===== config.mk =====
export PLATFORM = sky130hd
export DESIGN_NAME = restoring_divider_hs_flat
export DESIGN_NICKNAME = d
export VERILOG_FILES = /design/src/rtl/restoring_divider_hs_if.sv /design/src/rtl/restoring_divider_hs.sv /design/src/flat_wrapper.sv
export SDC_FILE = /design/constraint.sdc
export NUM_CORES = 1
export LEC_CHECK = 0
export ABC_AREA = 1
export BUFFER_PORTS_ARGS = -buffer_cell sky130_fd_sc_hd__buf_2
export CORE_MARGIN = 2
export CORE_UTILIZATION = 45
export DETAILED_ROUTE_END_ITERATION = 12
export GPL_TIMING_DRIVEN = 0
export PLACE_DENSITY = 0.75
export SLEW_MARGIN = 20
export SYNTH_ARGS = -nofsm -noshare
export SYNTH_HDL_FRONTEND = slang
export SYNTH_SLANG_ARGS = --single-unit

===== constraint.sdc =====
create_clock -name clk -period 1.8 [get_ports clk]
set_clock_uncertainty 0.1 [all_clocks]
set_input_delay 0.36 -clock clk [delete_from_list [all_inputs] [get_ports clk]]
set_output_delay 0.36 -clock clk [all_outputs]
set_load 0.03 [all_outputs]

===== src/rtl/restoring_divider_hs_if.sv =====
// Handshake bundle for restoring_divider_hs: operand channel in, result channel out.
interface restoring_divider_hs_if #(
  parameter int N = 8
);
  logic         in_valid;
  logic         in_ready;
  logic [N-1:0] dd_in;
  logic [N-1:0] dr_in;
  logic         signed_mode;
  logic         out_valid;
  logic         out_ready;
  logic [N-1:0] quotient;
  logic [N-1:0] remainder;
  logic         div_zero;
  logic         ovf;

  modport master (
    output in_valid, dd_in, dr_in, signed_mode, out_ready,
    input  in_ready, out_valid, quotient, remainder, div_zero, ovf
  );

  modport slave (
    input  in_valid, dd_in, dr_in, signed_mode, out_ready,
    output in_ready, out_valid, quotient, remainder, div_zero, ovf
  );
endinterface


===== src/rtl/restoring_divider_hs.sv =====
// Multi-cycle restoring divider, signed or unsigned per operation, with valid/ready
// handshakes and explicit divide-by-zero / signed-overflow reporting.
module restoring_divider_hs #(
  parameter int N = 8
) (
  input  logic                   clk,
  input  logic                   rst_n,
  restoring_divider_hs_if.slave  bus
);

  typedef enum logic [1:0] {IDLE, CALC, FIX, DONE} state_t;

  localparam int           CW      = $clog2(N + 1);
  localparam logic [N-1:0] MIN_NEG = {1'b1, {(N-1){1'b0}}};

  state_t         state, state_nx;
  logic [CW-1:0]  cnt;
  logic [N-1:0]   prem;      // partial remainder, always below the divisor magnitude
  logic [N-1:0]   dd_sh;     // dividend magnitude, consumed MSB first
  logic [N-1:0]   dr_mag;
  logic [N-1:0]   quo;
  logic [N-1:0]   dd_raw;
  logic           q_neg, r_neg, dz_r, ovf_r;

  logic [N-1:0]   q_o, r_o;
  logic           dz_o, ovf_o;

  logic           dd_neg, dr_neg;
  logic [N-1:0]   dd_abs, dr_abs;
  logic [N:0]     shifted, trial;
  logic [N-1:0]   q_fix, r_fix;

  assign dd_neg  = bus.signed_mode & bus.dd_in[N-1];
  assign dr_neg  = bus.signed_mode & bus.dr_in[N-1];
  assign dd_abs  = dd_neg ? -bus.dd_in : bus.dd_in;
  assign dr_abs  = dr_neg ? -bus.dr_in : bus.dr_in;

  assign shifted = {prem, dd_sh[N-1]};
  assign trial   = shifted - {1'b0, dr_mag};
  assign q_fix   = q_neg ? -quo  : quo;
  assign r_fix   = r_neg ? -prem : prem;

  // NOTE: sequential state uses <= so every register samples pre-edge values.
  always_ff @(posedge clk or negedge rst_n) begin
    if (!rst_n) state <= IDLE;
    else        state <= state_nx;
  end

  // NOTE: default assignment first so no path leaves state_nx unassigned (no latch).
  always_comb begin
    state_nx = state;
    unique case (state)
      IDLE:    if (bus.in_valid)       state_nx = CALC;
      CALC:    if (cnt == CW'(1))      state_nx = FIX;
      FIX:                             state_nx = DONE;
      DONE:    if (bus.out_ready)      state_nx = IDLE;
      default:                         state_nx = IDLE;
    endcase
  end

  always_comb begin
    bus.in_ready  = (state == IDLE);
    bus.out_valid = (state == DONE);
  end

  always_ff @(posedge clk or negedge rst_n) begin
    if (!rst_n) begin
      cnt    <= '0;
      prem   <= '0;
      dd_sh  <= '0;
      dr_mag <= '0;
      quo    <= '0;
      dd_raw <= '0;
      q_neg  <= 1'b0;
      r_neg  <= 1'b0;
      dz_r   <= 1'b0;
      ovf_r  <= 1'b0;
      q_o    <= '0;
      r_o    <= '0;
      dz_o   <= 1'b0;
      ovf_o  <= 1'b0;
    end else begin
      unique case (state)
        IDLE: if (bus.in_valid) begin
          cnt    <= CW'(N);
          prem   <= '0;
          quo    <= '0;
          dd_sh  <= dd_abs;
          dr_mag <= dr_abs;
          dd_raw <= bus.dd_in;
          q_neg  <= dd_neg ^ dr_neg;
          r_neg  <= dd_neg;
          dz_r   <= (bus.dr_in == '0);
          ovf_r  <= bus.signed_mode && (bus.dd_in == MIN_NEG) && (bus.dr_in == '1);
        end
        CALC: begin
          // A set trial MSB means the subtraction went negative: keep the old value.
          prem  <= trial[N] ? shifted[N-1:0] : trial[N-1:0];
          quo   <= {quo[N-2:0], ~trial[N]};
          dd_sh <= {dd_sh[N-2:0], 1'b0};
          cnt   <= cnt - CW'(1);
        end
        FIX: begin
          if (dz_r) begin
            q_o   <= '1;
            r_o   <= dd_raw;
            dz_o  <= 1'b1;
            ovf_o <= 1'b0;
          end else if (ovf_r) begin
            q_o   <= MIN_NEG;
            r_o   <= '0;
            dz_o  <= 1'b0;
            ovf_o <= 1'b1;
          end else begin
            q_o   <= q_fix;
            r_o   <= r_fix;
            dz_o  <= 1'b0;
            ovf_o <= 1'b0;
          end
        end
        default: ;
      endcase
    end
  end

  assign bus.quotient  = q_o;
  assign bus.remainder = r_o;
  assign bus.div_zero  = dz_o;
  assign bus.ovf       = ovf_o;

endmodule


===== src/flat_wrapper.sv =====
// flat-port wrapper written by rule: the top's interface ports become plain ports
module restoring_divider_hs_flat 
#(
  parameter int N = 8
)
  (clk, rst_n, bus_in_valid, bus_dd_in, bus_dr_in, bus_signed_mode, bus_out_ready, bus_in_ready, bus_out_valid, bus_quotient, bus_remainder, bus_div_zero, bus_ovf);
  restoring_divider_hs_if #(.N(N)) bus_i ();
  input  logic clk;
  input  logic rst_n;
  input wire logic [$bits(bus_i.in_valid)-1:0] bus_in_valid;
  input wire logic [$bits(bus_i.dd_in)-1:0] bus_dd_in;
  input wire logic [$bits(bus_i.dr_in)-1:0] bus_dr_in;
  input wire logic [$bits(bus_i.signed_mode)-1:0] bus_signed_mode;
  input wire logic [$bits(bus_i.out_ready)-1:0] bus_out_ready;
  output wire logic [$bits(bus_i.in_ready)-1:0] bus_in_ready;
  output wire logic [$bits(bus_i.out_valid)-1:0] bus_out_valid;
  output wire logic [$bits(bus_i.quotient)-1:0] bus_quotient;
  output wire logic [$bits(bus_i.remainder)-1:0] bus_remainder;
  output wire logic [$bits(bus_i.div_zero)-1:0] bus_div_zero;
  output wire logic [$bits(bus_i.ovf)-1:0] bus_ovf;
  assign bus_i.in_valid = bus_in_valid;
  assign bus_i.dd_in = bus_dd_in;
  assign bus_i.dr_in = bus_dr_in;
  assign bus_i.signed_mode = bus_signed_mode;
  assign bus_i.out_ready = bus_out_ready;
  assign bus_in_ready = bus_i.in_ready;
  assign bus_out_valid = bus_i.out_valid;
  assign bus_quotient = bus_i.quotient;
  assign bus_remainder = bus_i.remainder;
  assign bus_div_zero = bus_i.div_zero;
  assign bus_ovf = bus_i.ovf;
  restoring_divider_hs #(.N(N)) u_core (.clk(clk), .rst_n(rst_n), .bus(bus_i));
endmodule

After elaboration in Yosys (flattened, before gate mapping)
Cells that the tools add are included.
{"block": "word_totals", "register_bits": 68, "out_inout_bits": 20, "wordCells": 65}
{"block": "op_classes", "add_sub_neg": 6, "n_eq_ne": 9, "mux": 23, "bitwise": 4, "reduce_logical": 8}
{"operator": "2-to-1 mux 8 bit", "count": 11}
{"operator": "case mux 8 bit (2 select lines)", "count": 3}
{"operator": "negation 8 bit", "count": 4}
{"operator": "equality test 8 bit, second input constant", "count": 2}
{"operator": "subtractor 9 x 8 -> 9 bit", "count": 1}
{"operator": "zero test 8 bit", "count": 1}
{"operator": "case mux 2 bit (4 select lines)", "count": 1}
{"operator": "case mux 4 bit (2 select lines)", "count": 1}
{"operator": "2-to-1 mux 2 bit", "count": 3}
{"operator": "equality test 2 bit, second input constant", "count": 2}
{"operator": "equality test 4 x 1 -> 1 bit, second input constant", "count": 1}
{"operator": "2-to-1 mux 4 bit", "count": 1}
{"operator": "inequality test 2 bit, second input constant", "count": 2}
{"operator": "AND reduction 2 bit", "count": 2}
{"operator": "subtractor 4 x 1 -> 4 bit, second input constant", "count": 1}
{"operator": "2-to-1 mux 1 bit", "count": 3}
{"operator": "AND reduction 3 bit", "count": 1}
{"operator": "AND 1 bit", "count": 2}
{"operator": "equality test 2 x 1 -> 1 bit, second input constant", "count": 1}
{"operator": "logical AND 1 bit", "count": 2}
{"operator": "zero test 2 bit", "count": 1}
{"operator": "inequality test 2 x 1 -> 1 bit, second input constant", "count": 1}
{"operator": "nonzero test 2 bit", "count": 1}
{"operator": "inverter 1 bit", "count": 1}
{"operator": "XOR 1 bit", "count": 1}

Logic depth before layout (Yosys ltp)
Gate-level depths: netlist of run 1.
{"block": "depth", "word_depth": 4, "depth_mapped": 13, "ltp_nobuf": 13}

Worst setup path after synthesis of run 1
No wires, ideal clock.
{"block": "synth_path", "path_kind": "register to register", "startpoint": "reg u_core.dr_mag[0]", "endpoint": "reg u_core.prem[7]", "setup_ns": 0.117, "arrival_ns": 1.655, "required_ns": 1.583, "path_slack_ns": -0.073, "stages_incl_launch_ff": 13, "synth_period_minus_slack_ns": 1.873, "cell_sequence": "dfrtp_1 ha_1 fa_1 inv_1 nand2_1 nand2_2 nand3_4 nand2_4 nand2_4 nand2_4 nand2_1 nand3_1 nand2_1"}
{"block": "synth_between", "elab_chain_len": 3}
{"item": "start: declaration", "line_no": "restoring_divider_hs.sv:20", "source": "logic [N-1:0] dr_mag;"}
{"item": "start signal: assignment", "line_no": "restoring_divider_hs.sv:89", "source": "dr_mag <= dr_abs;"}
{"item": "subtractor 9 x 8 -> 9 bit", "line_no": "restoring_divider_hs.sv:39", "source": "assign trial = shifted - {1'b0, dr_mag};"}
{"item": "2-to-1 mux 8 bit", "line_no": "restoring_divider_hs.sv:98", "source": "prem <= trial[N] ? shifted[N-1:0] : trial[N-1:0];"}
{"item": "case mux 8 bit (2 select lines)", "line_no": "restoring_divider_hs.sv:83", "source": "unique case (state)"}
{"item": "end signal: assignment", "line_no": "restoring_divider_hs.sv:98"}
{"item": "end: declaration", "line_no": "restoring_divider_hs.sv:18", "source": "logic [N-1:0] prem;"}
Every way passes these cells.
A chain may end at the register's enable or synchronous reset.

Worst setup path after layout of run 1
{"block": "layout_path", "startpoint": "reg u_core.dr_mag[6]", "endpoint": "reg u_core.prem[7]"}
Same word-level chain as after synthesis.

==> results of run 1 <==
-- routing by layer --
layer	vias up	track usage
met5	-	0
met4	0	0.0537
met3	14	0.0515
met2	123	0.322
met1	1705	0.284
li1	1802	-
-- power groups by stage --
stage / combinational (mW) / sequential, mW / clock, mW
floorplan: 3.56 / 2.81 / 0
global placement: 4.80 / 2.59 / 0
detailed placement: 4.97 / 2.62 / 0
CTS: 5.33 / 2.60 / 1.39
global route: 6.25 / 2.70 / 1.46
finish: 5.63 / 2.63 / 1.38
-- registers in the layout, summed over array words and instances (netlist names), 2 cells and up --
name                  flops
u_core.bus.remainder      8
u_core.dd_sh              8
u_core.dd_raw             8
u_core.state              2
u_core.bus.quotient       8
u_core.quo                8
u_core.prem               8
u_core.dr_mag             8
u_core.cnt                4
-- cell families (layout without fill, tap and decap cells) --
kind of cell / after synthesis / after routing / share of synthesized area
flops: 68 / 68 / 0.424
simple gates: 230 / 231 / 0.262
compound gates: 90 / 90 / 0.133
xor+xnor: 11 / 11 / 0.0240
buf+inv: 92 / 162 / 0.0924
fa+ha+maj: 20 / 20 / 0.0643
-- critical path, delay by kind of cell, from the launching register on --
kind / cells / cell delay, ns
AO/OA/AOI/OAI: 1 / 0.21
adder cells (fa/ha/maj): 1 / 0.31
AND/OR/NAND/NOR: 6 / 0.52
buffers and inverters: 3 / 0.29
flip-flops: 1 / 0.38
-- synthesized netlist by cell type, drive strengths merged, types with 2 or more instances --
library cell  instances  area (µm²)
o221ai                2        17.5
clkbuf                3        21.3
a22oi                 2        15.0
nor3                  9        45.0
o211ai                9        67.6
buf                   7        41.3
nand3b                3        22.5
nor2                 22         114
nand3                50         275
nand2               142         568
inv                  81         304
xor2                 10        87.6
o21ai                44         231
o22ai                10        62.6
ha                   19         238
a21oi                19         106
nand4                 3        18.8
dfrtp                68        1700
-- layout by cell type (no fill, tap or decap), types with 2 or more instances in the layout --
cell / synthesis / routed
a22oi_1: 2 / 2
bufinv_16: 0 / 2
clkbuf_8: 1 / 10
o211ai_1: 9 / 9
a21oi_1: 18 / 18
nor2_1: 19 / 18
nor2_4: 2 / 2
o21ai_1: 3 / 3
nand3_2: 0 / 2
o22ai_1: 10 / 10
o221ai_1: 2 / 2
nand2_1: 134 / 132
ha_1: 19 / 13
nand3_4: 2 / 2
nand2_8: 0 / 2
o21ai_0: 40 / 40
nand4_1: 3 / 3
nand2_4: 3 / 2
nor3_1: 9 / 9
nand2_2: 5 / 7
inv_2: 5 / 10
clkbuf_1: 2 / 3
buf_4: 0 / 14
dfrtp_1: 68 / 67
nand3_1: 48 / 46
inv_1: 76 / 70
buf_2: 6 / 43
nand3b_1: 3 / 3
xor2_1: 10 / 10
clkinvlp_4: 0 / 2
ha_4: 0 / 5
-- per-stage QoR --
stage,power (mW),hold WS [ns],instances,util,setup TNS [ns]
after global placement,7.40,0.352,659,0.501,-1.60
final,9.64,0.144,690,0.554,-0.873
after global routing,10.4,0.118,690,0.554,-1.61
after detailed placement,7.58,0.216,660,0.504,-1.49
after CTS,9.33,0.131,683,0.543,-1.34
after floorplan,6.37,-0.0356,511,-,0
-- timing repair --
action                                  CTS  global route
cloned                                    1             0
setup buffers                             5             7
pin swaps                                 5             7
hold buffers                              1             0
endpoints found under the hold margin    30             0
gates resized for setup                  13            14
endpoints found under the setup margin   20            39
-- worst paths after layout --
path	startpoint	to	depth (start not counted)	slack [ns]
worst max-delay path	u_core.dr_mag[6]	u_core.prem[7]	11	-0.13
worst min-delay path	bus_dr_in[7]	u_core.dz_r	2	0.14
worst max register to register	u_core.dr_mag[6]	u_core.prem[7]	11	-0.13
worst min register to register	u_core.bus.div_zero	u_core.bus.div_zero	2	0.37
max in group asynchronous	rst_n	u_core.prem[4]	3	0.68
min in group asynchronous	rst_n	u_core.dd_sh[1]	2	0.39
-- cell type report --
class / instances / area (µm²)
multi-input combinational: 352 / 2050
inverter: 82 / 310
fill: 778 / 3870
sequential: 68 / 1700
timing repair buffer: 54 / 325
tap: 108 / 135
buffer: 10 / 65.1
clock buffer: 10 / 128
clock inverter: 6 / 88.8
==> impl_metrics.csv, run 1 <==
group,metric,value,unit
grt,grt.overflow.total,0,
die,initial_core_util,0.462,
timing,fin_crit_sh,1.07,
place,place_area,4370,µm²
grt,grt_pass1_vias,3469,
logic_synthesis,synth_nets,552,
setup_path,cp_cell_sequence,"inv_1, ha_2, nand2_2, inv_2, a21oi_4, nand2_4, buf_4, nand2_4, nand3_1, nand3_2, nand2_1",
die,io_pins,41,
logic_synthesis,avgSynthCellArea,7.85,µm²
routing,via_per_inst,5.28,
logic_synthesis,ys_seq_elements,68,
timing,setup_slack,-0.131,ns
finish,n_antenna_cell,0,
grt,grt_start_max_net_pins,39,
die,core-area,8680,µm²
clock_network,cts_tree,"built",
timing,drv_slew,0,
setup_path,slowest_stage,"dfrtp_1",
routing,routedWlPerCell,14.0,µm
routing,met3_length,713,µm
die,dieArea,9680,µm²
worst_hold_path,holdCritPathClass,"primary input to flop",
routing,drc_errors,0,
pwr,swShare,0.474,
timing,rsz0062_at_grt,"yes",
finish,final_area,4810,µm²
place,dp_hpwl,7.25,mm
logic_synthesis,synth.distinct_cells,37,
grt,grt_pass1_wl,16.1,mm
pwr,p_per_area,2010,nW/µm²
grt,grt_usage,0.205,
routing,met1_length,4.41,mm
grt,antenna_found_initial,0,
clock_network,numClockSinks,68,
routing,drtAntennaViolNets,0,
routing,drtPass1Iterations,6,
routing,num_vias,3644,
timing,fmax,518,MHz
setup_path,crit_path_frequent_cell,"nand2_4",
place,gp_congestion,0.849,
pwr,comb_power_share,0.584,
clock_network,cts_root_buf,"clkbuf_8",
place,pre_cts_slack,-0.178,ns
pwr,static-leakage-power,2.42,nW
pwr,p_switching,4.57,mW
die,rows,34,
die,die_x,98.4,µm
clock_network,clockBufferDepth,2,
pwr,clock_power_share,0.143,
setup_path,cp_max_fo,5,
timing,setup_viol_count_final,9,
finish,fin_nets,618,
setup_path,critical_path.endpoint_type,"flop",
pwr,power_frac_seq,0.273,
logic_synthesis,netlist_area,4010,µm²
run_status,status,"complete, but fails checks",
die,dieHeight,98.4,µm
timing,relSlewSlack,0.713,
routing,totalWireLength,9.64,mm
logic_synthesis,ys_seq_area_frac,0.424,
job,drv_cap,0,
finish,syn_to_final_growth,19.9,%
finish,drive_above_1_share,0.201,
pwr,ir_drop,0.755,mV
logic_synthesis,yosys_warnings,0,
setup_path,required,1.92,ns
setup_path,start_kind,"flop",
timing,worstMarginPinSlew,0.431,ns
clock_network,worstSkewPairLatency,0.34,ns
logic_synthesis,synthCells,511,
logic_synthesis,synth_edf_count,0,
timing,fin_crit,1.93,ns
clock_network,clk_pin_slew_worst_paths,0.08,ns
routing,route.met2.wl,4.39,mm
clock_network,cts_made_buffers,9,
setup_path,worstSetupPathType,"flop to flop",
setup_path,max_stage_delay,0.38,ns
place,portBuffers,40,
routing,drt_iter0_drc,219,
logic_synthesis,async_flop_share,1.00,
run_status,violations,"negative setup slack",
pwr,p_int,5.07,mW
routing,maxUsedRoutingLayer,"met4",
logic_synthesis,synth_ff_type,"dfrtp_1",
clock_network,h-tree-depth,3,
setup_path,cp.arrival,2.05,ns
timing,finalHoldViolCount,0,
Note: power is estimated with default switching activity, not from simulation.
==> inputs of run 2 (changes only) <==
--- a/config.mk
+++ b/config.mk
@@ -7,11 +7,14 @@
 export LEC_CHECK = 0
 export ABC_AREA = 1
 export BUFFER_PORTS_ARGS = -buffer_cell sky130_fd_sc_hd__buf_2
+export CAP_MARGIN = 0
+export CELL_PAD_IN_SITES_DETAIL_PLACEMENT = 1
+export CELL_PAD_IN_SITES_GLOBAL_PLACEMENT = 2
 export CORE_MARGIN = 2
-export CORE_UTILIZATION = 45
+export CORE_UTILIZATION = 32
 export DETAILED_ROUTE_END_ITERATION = 12
 export GPL_TIMING_DRIVEN = 0
-export PLACE_DENSITY = 0.75
+export PLACE_DENSITY = 0.86
 export SLEW_MARGIN = 20
 export SYNTH_ARGS = -nofsm -noshare
 export SYNTH_HDL_FRONTEND = slang
==> run 2 against run 1 <==
Effect of this change:
- setup slack worse by 0.021 ns
- clock power is 38% higher
- critical path depth is 1 higher
- combinational power is 9.8% higher
- via count is 0.99% higher
- hold slack worse by 0.00055 ns
- critical endpoint is now u_core.prem[4]
- die area is 39% higher
- power is 12% higher
- the run still ends with negative setup slack left
- largest power group unchanged
- flip-flop and latch count stayed put
==> impl_metrics.csv, run 2 (same netlist as run 1, synthesis figures left out) <==
group,metric,value,unit
run_status,status,"complete, but fails checks",
run_status,violations,"negative setup slack",
finish,final_util,0.422,
finish,final-instance-count-excl-fill,754,
timing,worstMarginPinSlew,0.480,ns
worst_hold_path,min_from,"bus_dr_in[7]",
finish,final_common_cell,"nand2_1",
place,pre_cts_slack,-0.229,ns
setup_path,required,1.93,ns
timing,relSlewSlack,0.680,
place,place_area,4450,µm²
timing,finalHoldWorstSlack,0.143,ns
die,dieArea,13400,µm²
clock_network,clk_pin_slew_worst_paths,0.06,ns
grt,grt.overflow.total,0,
finish,fill_cells,1517,
die,initial_core_util,0.331,
timing,rsz0062_at_grt,"yes",
clock_network,cts_made_buffers,9,
timing,setup_slack,-0.152,ns
finish,ff_latch_area,1700,µm²
grt,antenna_found_initial,0,
routing,totalWireLength,11.9,mm
pwr,static-leakage-power,2.51,nW
setup_path,critical_path.endpoint_type,"flop",
timing,tns,-1.13,ns
clock_network,clockBufferDepth,2,
routing,drc_errors,0,
place,dp_hpwl,8.72,mm
finish,syn_to_final_growth,27.5,%
clock_network,worstSkewPairLatency,0.34,ns
routing,routedWlPerCell,15.8,µm
timing,finalHoldViolCount,0,
die,rows,40,
grt,globalRouteMet2Util,0.316,
setup_path,cp_max_fo,8,
finish,n_antenna_cell,0,
job,drv_cap,0,
pwr,ir_drop,0.537,mV
clock_network,numClockSinks,68,
grt,grt_pass1_vias,3907,
grt,busiest_layer,"met2",
pwr,p_per_area,2100,nW/µm²
grt,grt_start_max_net_pins,36,
grt,grtUsageMet3,0.0335,
die,dieHeight,116,µm
die,io_pins,41,
place,portBuffers,40,
setup_path,cp.arrival,2.08,ns
routing,via_per_inst,4.88,
routing,drtAntennaViolNets,0,
worst_hold_path,holdCritPathClass,"primary input to flop",
routing,num_vias,3680,
routing,drtPass1Iterations,4,
clock_network,cts_tree,"built",
finish,drive_above_1_share,0.232,
clock_network,cts_root_buf,"clkbuf_16",
die,die_x,116,µm
grt,grt_use_met1,0.256,
setup_path,reg2reg_slack,-0.15,ns
place,dp.cells,720,
timing,fmax,512,MHz
timing,fin_crit_sh,1.08,
finish,layout_common_cells,"nand2_1 (129), inv_1 (68), dfrtp_1 (67)",
die,core-area,12100,µm²
finish,fin_nets,623,
grt,grt_usage,0.190,
timing,fin_crit,1.95,ns
clock_network,h-tree-depth,3,
timing,setup_viol_count_final,9,
finish,final_area,5110,µm²
routing,drt_iter0_drc,147,
timing,drv_slew,0,
setup_path,start_kind,"flop",
place,gp_congestion,0.783,
grt,grt_pass1_wl,19.8,mm
pwr,finalPower,10.8,mW
finish,multi_input_area,2150,µm²
setup_path,r2r-start,"u_core.dr_mag[0]",
setup_path,crit_start,"u_core.dr_mag[0]",
setup_path,worstSetupPathType,"flop to flop",
run 2: cell types whose count changed in the layout (fill, tap and decap cells not counted), sizes merged:
cell,change
clkbuf,+1
nand3,+1
clkinvlp,-2
buf,+4
run 2: per-layer routing:
| layer | wire, µm | vias up |
|---|---|---|
| met1 | 5810 | 1799 |
| met4 | 138 | 0 |
| met5 | 0 | - |
| li1 | - | 1812 |
| met3 | 369 | 12 |
| met2 | 5600 | 57 |
run 2: path summary, 6_finish.rpt:
kind,endpoint,cells after the start
setup / recovery,u_core.prem[4],12
hold / removal,u_core.dz_r,2
setup reg to reg,u_core.prem[4],12
hold reg to reg,u_core.bus.div_zero,2
max in group asynchronous,u_core.dz_r,3
min in group asynchronous,u_core.state[0],2
run 2: timing repair:
action	CTS	global route
resized for setup	36	9
pin swaps	11	5
endpoints found under the hold margin	34	0
buffers inserted	7	9
endpoints found under the setup margin	44	25
gates cloned	2	0
hold buffers	1	0
run 2: final cells by class:
type | count | area share
Tap cell | 168 | 0.0411
Inverter | 82 | 0.0617
Clock buffer | 11 | 0.0475
Buffer | 10 | 0.0127
Sequential cell | 68 | 0.333
Multi-Input combinational cell | 353 | 0.420
Timing Repair Buffer | 58 | 0.0697
Clock inverter | 4 | 0.0144
run 2: worst max-delay path: stages, from the launching register on:
cell	delay, ns
dfrtp_1	0.41
ha_4	0.18
fa_2	0.35
inv_2	0.06
nand2_2	0.05
nand2_4	0.08
nand3_4	0.10
nand2_4	0.12
nand2_8	0.08
nand2_8	0.12
nand2_1	0.07
nand3_1	0.07
nand2_1	0.05
run 2: report_power, final:
part	internal, mW	switching (mW)
Combinational	2.30	3.88
Sequential	2.18	0.481
Clock	1.24	0.668
==> inputs of run 3 (changes only) <==
--- a/config.mk
+++ b/config.mk
@@ -5,16 +5,16 @@
 export SDC_FILE = /design/constraint.sdc
 export NUM_CORES = 1
 export LEC_CHECK = 0
-export ABC_AREA = 1
 export BUFFER_PORTS_ARGS = -buffer_cell sky130_fd_sc_hd__buf_2
 export CAP_MARGIN = 0
 export CELL_PAD_IN_SITES_DETAIL_PLACEMENT = 1
 export CELL_PAD_IN_SITES_GLOBAL_PLACEMENT = 2
+export CORE_ASPECT_RATIO = 0.8
 export CORE_MARGIN = 2
-export CORE_UTILIZATION = 32
+export CORE_UTILIZATION = 33
 export DETAILED_ROUTE_END_ITERATION = 12
 export GPL_TIMING_DRIVEN = 0
-export PLACE_DENSITY = 0.86
+export PLACE_DENSITY = 0.85
 export SLEW_MARGIN = 20
 export SYNTH_ARGS = -nofsm -noshare
 export SYNTH_HDL_FRONTEND = slang
==> run 3 against run 2 <==
Effect of this change:
- the flow still finishes with violations (negative setup slack)
- routed wire length is 2.0% lower
- utilization increased by 1.1 points
- critical path depth down 3
- power fell by 9.5%
- synthesized area decreased by 2.0%
- register-to-register slack worse by 0.38 ns
- maximum frequency shrank 16%
- cell count down 14%
- final area shrank 2.1%
- sequential power rose by 2%
- sequential share of layout area grew 0.80 points
- hold slack improved by 0.046 ns
- critical path type unchanged
==> impl_metrics.csv, run 3 <==
group,metric,value,unit
run_status,status,"complete, but fails checks",
run_status,violations,"negative setup slack",
timing,fmax,430,MHz
logic_synthesis,synth_edf_count,0,
finish,multi_input_area,2210,µm²
routing,drtPass1Iterations,4,
worst_hold_path,holdCritPathClass,"primary input to flop",
clock_network,worstSkewPairLatency,0.33,ns
finish,drive_above_1_share,0.279,
finish,fill_cells,1373,
die,initial_core_util,0.340,
grt,grt.overflow.total,0,
worst_hold_path,hold_end,"u_core.dz_r",
finish,n_antenna_cell,0,
finish,fin_nets,539,
job,drv_cap,0,
logic_synthesis,synthCells,431,
logic_synthesis,netlist_area,3930,µm²
setup_path,cp.arrival,2.42,ns
logic_synthesis,yosys_warnings,0,
logic_synthesis,synth_common_cells,"dfrtp_1 (68), nand2_1 (45), a21oi_1 (41), o21ai_0 (41), nor2_1 (37)",
timing,rsz0062_at_grt,"yes",
grt,grt_usage,0.189,
finish,final_util,0.433,
setup_path,reg2reg_slack,-0.53,ns
timing,drv_slew,0,
logic_synthesis,ys_seq_area_frac,0.433,
finish,syn_to_final_growth,27.4,%
finish,ff_latch_area,1710,µm²
place,place_area,4380,µm²
logic_synthesis,ys_seq_elements,68,
finish,final_area,5010,µm²
clock_network,cts_tree,"built",
worst_hold_path,hold_depth,2,
finish,layout_common_cells,"dfrtp_1 (63), nand2_1 (42), buf_2 (40)",
clock_network,clk_pin_slew_worst_paths,0.05,ns
routing,via_per_inst,5.26,
pwr,static-leakage-power,2.25,nW
pwr,p_per_area,1940,nW/µm²
logic_synthesis,synth_most_common_cell,"dfrtp_1",
grt,antenna_found_initial,0,
setup_path,critical_path.endpoint_type,"flop",
finish,final_common_cell,"dfrtp_1",
place,dp_hpwl,8.40,mm
grt,grt_pass1_wl,18.8,mm
logic_synthesis,avgSynthCellArea,9.12,µm²
timing,finalHoldWorstSlack,0.189,ns
clock_network,numClockSinks,68,
setup_path,required,1.90,ns
setup_path,cp_max_fo,5,
setup_path,r2r-start,"u_core.dr_mag[0]",
routing,drt_iter0_drc,177,
die,die_x,126,µm
die,dieHeight,102,µm
routing,routedWlPerCell,18.0,µm
timing,fin_crit,2.33,ns
routing,totalWireLength,11.7,mm
setup_path,start_kind,"flop",
place,gp_congestion,0.783,
place,pre_cts_slack,-0.726,ns
timing,setup_slack,-0.527,ns
logic_synthesis,async_flop_share,1.00,
place,portBuffers,39,
routing,drc_errors,0,
logic_synthesis,synth_ff_type,"dfrtp_1",
clock_network,cts_root_buf,"clkbuf_16",
die,core-area,11600,µm²
timing,fin_crit_sh,1.29,
die,io_pins,41,
logic_synthesis,synth.distinct_cells,52,
timing,worstMarginPinSlew,0.590,ns
routing,num_vias,3417,
timing,tns,-4.72,ns
clock_network,clockBufferDepth,2,
die,dieArea,12800,µm²
die,rows,35,
clock_network,h-tree-depth,3,
setup_path,r2r_end,"u_core.prem[0]",
pwr,ir_drop,0.607,mV
routing,drtAntennaViolNets,0,
setup_path,worstSetupPathType,"flop to flop",
timing,relSlewSlack,0.606,
timing,setup_viol_count_final,12,
timing,finalHoldViolCount,0,
setup_path,r2r.worst_path.cells,9,
logic_synthesis,netlist.area_leader.share,0.433,
logic_synthesis,synth_nets,472,
clock_network,cts_made_buffers,9,
grt,grt_start_max_net_pins,40,
logic_synthesis,yosys.area.top_type,"dfrtp_1",
logic_synthesis,synthTopCellsByArea,"dfrtp_1 (43%), ha_1 (6.0%), a21oi_1 (5.2%), o21ai_0 (5.2%), nand2_1 (4.3%)",
grt,grt_pass1_vias,3581,
worst_hold_path,min_from,"bus_dr_in[7]",
-- run 3: cell types whose count changed after synthesis, sizes merged, moves of 7 or more --
cell	previous run	this run
a21oi	19	41
clkbuf	3	16
inv	81	27
xnor2	1	17
o211ai	9	1
nand2	142	45
mux2	0	8
nand3	50	7
nor2	22	38
nand2b	0	7
-- run 3: kinds of logic after synthesis --
group	share of synthesized area
adders and majority gates	0.0656
xor gates and xnor gates	0.0602
DFF	0.433
and+or+nand+nor	0.144
AOI/OAI and AO/OA	0.200
buffers and inverters	0.0589
muxes	0.0382
-- run 3: timing repair --
item / CTS / global route
setup endpoints to repair: 49 / 45
pin swaps: 7 / 8
hold buffers: 1 / 0
gates cloned: 2 / 0
gates resized for setup: 29 / 42
hold endpoints to repair: 29 / 0
buffers inserted: 7 / 8
-- run 3: cell type report --
class                      count  area share
clock buffer                  13      0.0520
buffer                        18      0.0332
clock inverter                 2     0.00200
timing repair buffer          58      0.0712
inverter                      28      0.0225
tap                          148      0.0370
sequential                    68       0.341
multi-input combinational    315       0.441
-- run 3: how the worst max path moves through the flow --
stage                endpoint  cells after the start              from  slack, ns
2_1_floorplan  u_core.prem[7]                      9  u_core.dr_mag[0]      -0.39
3_3_place_gp   u_core.prem[7]                      9    u_core.prem[0]      -0.60
3_5_place_dp   u_core.prem[0]                      8    u_core.prem[0]      -0.73
4_1_cts        u_core.prem[0]                      9  u_core.dr_mag[0]      -0.56
5_1_grt        u_core.prem[7]                      9  u_core.dr_mag[0]      -0.62
6_report       u_core.prem[0]                      9  u_core.dr_mag[0]      -0.53
-- run 3: power by group --
| group | total, mW | internal [mW] | switching (mW) | leakage, nW |
|---|---|---|---|---|
| Sequential | 2.72 | 2.17 | 0.552 | 0.848 |
| Combinational | 5.38 | 2.26 | 3.13 | 1.26 |
| Clock | 1.64 | 0.995 | 0.640 | 0.135 |
-- run 3: per-stage QoR --
| stage | std cells | total power [mW] |
|---|---|---|
| final | 650 | 9.73 |
| after global routing | 650 | 10.5 |
| after CTS | 643 | 9.31 |
| after detailed placement | 619 | 7.15 |
| after global placement | 618 | 6.89 |
| after floorplan | 431 | 5.84 |
-- run 3: critical path, cell delays in order (launching register included) --
cell and delay [ns]:
dfrtp_1 0.40, ha_4 0.17, fa_2 0.36, nand2b_4 0.16
a211oi_4 0.24, mux2i_2 0.28, nor2_2 0.09, buf_4 0.17
nand3_1 0.10, o311ai_2 0.12
-- run 3: layer usage --
layer  vias up  part of all wire  GRT usage
li1       1641                 -          -
met1      1690              0.47      0.258
met2        74              0.47      0.303
met3        12             0.052     0.0497
met4         0             0.011     0.0456
met5         -                 0          0
